`src/rtl/seq_divider.sv`:
```
// Sequential signed divider: restoring division on operand magnitudes, one quotient bit per
// clock, followed by a sign-fixup cycle. Result packs {remainder, quotient}.
module seq_divider #(
  parameter int unsigned wordSize = 32
) (
  input  logic                    clk,
  input  logic                    clr,
  input  logic                    start,
  input  logic [wordSize-1:0]     A,
  input  logic [wordSize-1:0]     B,
  output logic                    busy,
  output logic                    done,
  output logic                    divzero,
  output logic [2*wordSize-1:0]   C
);

  localparam int unsigned CntW = $clog2(wordSize + 1);

  typedef enum logic [1:0] {StIdle, StRun, StFix} state_e;

  state_e                state_q, state_d;
  logic [CntW-1:0]       cnt_q, cnt_d;
  logic [wordSize-1:0]   rem_q, rem_d;
  logic [wordSize-1:0]   quo_q, quo_d;
  logic [wordSize-1:0]   dvs_q, dvs_d;
  logic                  sign_a_q, sign_a_d;
  logic                  sign_b_q, sign_b_d;
  logic                  done_q, done_d;
  logic                  divzero_q, divzero_d;
  logic [2*wordSize-1:0] c_q, c_d;

  // One extra bit so a shifted remainder up to 2^W - 1 compares cleanly against the divisor.
  logic [wordSize:0]     shifted;
  logic [wordSize:0]     trial;

  always_comb begin
    shifted = {rem_q, quo_q[wordSize-1]};
    trial   = shifted - {1'b0, dvs_q};
  end

  always_comb begin
    state_d   = state_q;
    cnt_d     = cnt_q;
    rem_d     = rem_q;
    quo_d     = quo_q;
    dvs_d     = dvs_q;
    sign_a_d  = sign_a_q;
    sign_b_d  = sign_b_q;
    done_d    = 1'b0;
    divzero_d = divzero_q;
    c_d       = c_q;

    unique case (state_q)
      StIdle: begin
        if (start) begin
          if (B == '0) begin
            c_d       = {A, {wordSize{1'b1}}};
            divzero_d = 1'b1;
            done_d    = 1'b1;
          end else begin
            // Negation of the most-negative value wraps to 2^(W-1), exact as unsigned.
            quo_d    = A[wordSize-1] ? -A : A;
            dvs_d    = B[wordSize-1] ? -B : B;
            sign_a_d = A[wordSize-1];
            sign_b_d = B[wordSize-1];
            rem_d    = '0;
            cnt_d    = '0;
            state_d  = StRun;
          end
        end
      end
      StRun: begin
        rem_d = trial[wordSize] ? shifted[wordSize-1:0] : trial[wordSize-1:0];
        quo_d = {quo_q[wordSize-2:0], ~trial[wordSize]};
        cnt_d = cnt_q + CntW'(1);
        if (cnt_q == CntW'(wordSize - 1)) begin
          state_d = StFix;
        end
      end
      StFix: begin
        c_d       = {(sign_a_q ? -rem_q : rem_q),
                     ((sign_a_q ^ sign_b_q) ? -quo_q : quo_q)};
        divzero_d = 1'b0;
        done_d    = 1'b1;
        state_d   = StIdle;
      end
      default: state_d = StIdle;
    endcase
  end

  always_ff @(posedge clk or posedge clr) begin
    if (clr) begin
      state_q   <= StIdle;
      cnt_q     <= '0;
      rem_q     <= '0;
      quo_q     <= '0;
      dvs_q     <= '0;
      sign_a_q  <= 1'b0;
      sign_b_q  <= 1'b0;
      done_q    <= 1'b0;
      divzero_q <= 1'b0;
      c_q       <= '0;
    end else begin
      state_q   <= state_d;
      cnt_q     <= cnt_d;
      rem_q     <= rem_d;
      quo_q     <= quo_d;
      dvs_q     <= dvs_d;
      sign_a_q  <= sign_a_d;
      sign_b_q  <= sign_b_d;
      done_q    <= done_d;
      divzero_q <= divzero_d;
      c_q       <= c_d;
    end
  end

  assign busy    = (state_q != StIdle);
  assign done    = done_q;
  assign divzero = divzero_q;
  assign C       = c_q;

endmodule

```
`config.mk`:
```
export PLATFORM = sky130hd
export DESIGN_NAME = seq_divider
export DESIGN_NICKNAME = d
export VERILOG_FILES = /design/src/rtl/seq_divider.sv
export SDC_FILE = /design/constraint.sdc
export NUM_CORES = 1
export LEC_CHECK = 0
export BUFFER_PORTS_ARGS = -buffer_cell sky130_fd_sc_hd__clkbuf_2
export CORE_MARGIN = 4
export CORE_UTILIZATION = 30
export DETAILED_ROUTE_END_ITERATION = 7
export PLACE_DENSITY = 0.58
export SLEW_MARGIN = 25
export SYNTH_ARGS = -nofsm -noshare
export SYNTH_HDL_FRONTEND = slang
export SYNTH_SLANG_ARGS = --single-unit
```
`constraint.sdc`:
```
create_clock -name clk -period 14.32 [get_ports clk]
set_clock_uncertainty 0.2 [all_clocks]
set_input_delay 2.148 -clock clk [delete_from_list [all_inputs] [get_ports clk]]
set_output_delay 2.148 -clock clk [all_outputs]
set_load 0.01 [all_outputs]
```
==> results by group <==
Placed design
  • Pre-CTS setup slack: 7.615 ns
  • Number of buffers added on ports: 133
  • HPWL after DPL: 26710 um
  • GP Congestion: ~0.85

Clocking
  • H-tree Lvls: 4
  • Clock root buffer: clkbuf_16
  • CTS buffer count: 17
  • Post-CTS setup buffer count: 0
  • Clock Sink Count: 172
  • Clk Latency, worst-skew pair: 0.45 ns
  • Max clock buf depth: 2
  • Clk pin slew, worst setup/hold paths: 0.08 ns
  • # hold bufs at CTS: 0
  • Cts repair resizes: 0
  • CTS tree: done

Synthesis
  • Synth Area per Inst: 8.656 um2
  • Synth Warn #: 0
  • Synth unique cells: 74
  • Syn Nets: 1455
  • Synth async-reset ratio: 1.000
  • Ys flop type: dfrtp_1
  • Synth Instances: 1350
  • Seq/Total Area, Yosys: 0.3683
  • Synth Register Bits: about 170
  • Post-synth EDFFs: 0
  • Post-Syn Area: 11680 um2

STA
  • Fin worst setup slack: around 8.4 ns
  • Final Max Tran Viols: 0
  • Setup TNS: 0 ns
  • Final cycle utilization of the critical path: 0.4167
  • Final setup viols: 0
  • Max_slew headroom: 0.3048
  • Fmax: approximately 170 MHz
  • Hold Slack: approximately 0.28 ns
  • Worst-margin pin slew: 1.040 ns
  • RSZ-0062 raised after global routing: false
  • Post-layout min period: 5.967 ns
  • Hold Vio Cnt, Final: 0

Outcome
  • Status: finished, final reports clean

Worst setup path
  • Worst stage delay on the critical path: 0.82 ns
  • Worst path required time: about 14 ns
  • Setup crit end kind: flop
  • Setup Crit Path Kind: primary input to flop
  • Slowest CP cell: or4_1
  • CP cell instances: clkbuf_2, nor4_1, nand4_1, or4_1, o211ai_4, or2b_4, nand2_1, o22ai_1, a21oi_1
  • CP Launch Type: primary input
  • Maximum fanout along the worst path: 59
  • Worst Path Arrival: 6.08 ns

Die
  • Die area: 42170 um2
  • Initial core utilization: 0.3031
  • Die X: 205.4 um
  • Die Ht: 205.4 um
  • Top-level I/O count: 134
  • Row count: 72
  • Core footprint: just under 40000 um2

Route
  • 1st-pass router iterations: 5
  • Initial DRC count: 671
  • WL/cell: 18.12 um
  • Drt via density: 5.269
  • WL final: 35530 um
  • Antenna-violating nets left: 0
  • Via count: 10333
  • # DRC: 0

GRT
  • GRT Overall Usage: 0.1664
  • Global-route wire length before repair: 55710 um
  • Total gr overflow: 0
  • Initial antenna violation count: 2
  • Largest net degree at the start of global routing: between 100 and 150
  • Vias in the first global route: 9812

Power
  • Worst VDD drop: 0.09744 mV
  • PD cells: 252.3 nW/um2
  • P_leak: 5.496 nW

Layout
  • Share of layout cells above drive strength 1: 0.1393
  • Layout net count: 1535
  • Antenna cells: 0
  • Fillers: ~4100
  • P&R area growth vs syn: 14.28%

Run
  • Max Cap Viol: 0

Min path
  • Hold Path Class: flop to flop
==> cells in the mapped netlist, drive strengths merged (37+ instances only) <==
| cell type | count | area (um2) |
|---|---|---|
| clkbuf | 58 | 219.0 |
| a21oi | 107 | 535.5 |
| nor2 | 61 | 247.7 |
| o21ai | 146 | 730.7 |
| inv | 48 | 180.2 |
| ha | 37 | 462.9 |
| nor3 | 45 | 225.2 |
| dfrtp | 172 | 4304 |
| nand2 | 138 | 518.0 |
| mux2i | 45 | 450.4 |
| o22ai | 40 | 250.2 |
| xor2 | 60 | 525.5 |
| xnor2 | 88 | 770.7 |
==> critical path, delay by kind of cell <==
| kind | cells | cell delay, ns |
|---|---|---|
| AO/OA/AOI/OAI | 3 | 0.99 |
| buffers and inverters | 1 | 0.12 |
| AND/OR/NAND/NOR | 5 | 2.77 |
==> flip-flops by register name, summed over array words and instances, names as in the netlist <==
| name | flops |
|---|---|
| cnt_q | 6 |
| dvs_q | 32 |
| state_q | 2 |
| divzero | 1 |
| done | 1 |
| sign_a_q | 1 |
| sign_b_q | 1 |
| rem_q | 32 |
| quo_q | 32 |
| C | 64 |
==> area by class of cell <==
type | instances | area [um2] | share of cell area
Clock buffer | 21 | 470.5 | 0.03523
Clock inverter | 11 | 153.9 | 0.01152
Inverter | 48 | 187.7 | 0.01405
Multi-Input combinational cell | 1047 | 6823 | 0.5109
Sequential cell | 172 | 4305 | 0.3224
Tap cell | 518 | 648.1 | 0.04853
Timing Repair Buffer | 144 | 765.7 | 0.05734
==> power by group <==
part / internal, mW / switching, mW / leakage, nW
registers: 0.681 / 0.265 / 2.05
logic: 0.798 / 1.12 / 3.15
clock network: 0.291 / 0.210 / 0.301
==> path summary, 6_finish.rpt <==
kind / startpoint / end / slack, ns / cells after the start
min in group asynchronous: clr / C[45] / 1.62 / 2
worst max register to register: rem_q[15] / rem_q[23] / 10.49 / 10
worst min-delay path: dvs_q[21] / dvs_q[21] / 0.28 / 2
max in group asynchronous: clr / sign_a_q / 10.79 / 3
worst min register to register: dvs_q[21] / dvs_q[21] / 0.28 / 2
worst max-delay path: B[2] / quo_q[21] / 8.35 / 9
==> metrics by stage <==
step	area, um2	power [mW]	cells	util
6_report	13350	3.369	1961	0.3463
5_1_grt	13350	3.642	1961	0.3463
4_1_cts	13310	3.364	1959	0.3451
3_5_place_dp	12680	2.852	1927	0.3290
3_3_place_gp	12680	2.833	1927	0.3289
2_1_floorplan	11690	2.326	1350	-
==> cell families (layout without fill, tap and decap cells) <==
kind of cell,Yosys count,after routing,synth area share
mux,45,45,0.03855
fa+ha+maj,38,38,0.04133
simple gates,379,379,0.1606
flops,172,172,0.3683
xor+xnor,148,148,0.1109
buf+inv,131,224,0.04979
compound gates,437,437,0.2304
==> cells in the final DEF, fill, tap and decap left out, types with 4 or more instances in the layout <==
cell       netlist  routed
o21ai_1         28      28
nor3_1          45      45
o22ai_1         40      40
o211ai_1         7       7
ha_1            37      37
a221o_1          4       4
nor4_1           9       9
and3_1           6       6
clkbuf_16        0      17
o41ai_1         19      19
nand4_1          9       9
or2_2            7       7
nand3_1         27      27
xnor2_1         88      87
nand2_1        138     138
o21a_1           6       6
nand2b_1        12      12
mux2i_1         45      45
o21ai_0        118     118
buf_4            7       9
clkbuf_2         1     134
a32oi_1          7       7
nor2_1          59      56
or4_1           14      14
or4_4            4       4
a211oi_1         9       9
a21o_1          12      12
o31ai_1         35      35
xor2_1          60      60
a22oi_1         12      12
inv_1           48      47
dfrtp_1        172     171
a21oi_1        107     107
a31oi_1          4       4
or3_1           21      21
nor2b_1         12      12
==> layer usage <==
layer  vias up  share of wire  wire [um]  global-route usage
met5         -        0.00051         18                   0
met4         4         0.0082        291             0.03134
met3        22          0.058       2076             0.03231
met2       263           0.45      15990              0.2620
met1      4959           0.48      17160              0.2400
li1       5085              -          -                   -
(Power assumes the default switching activity.)
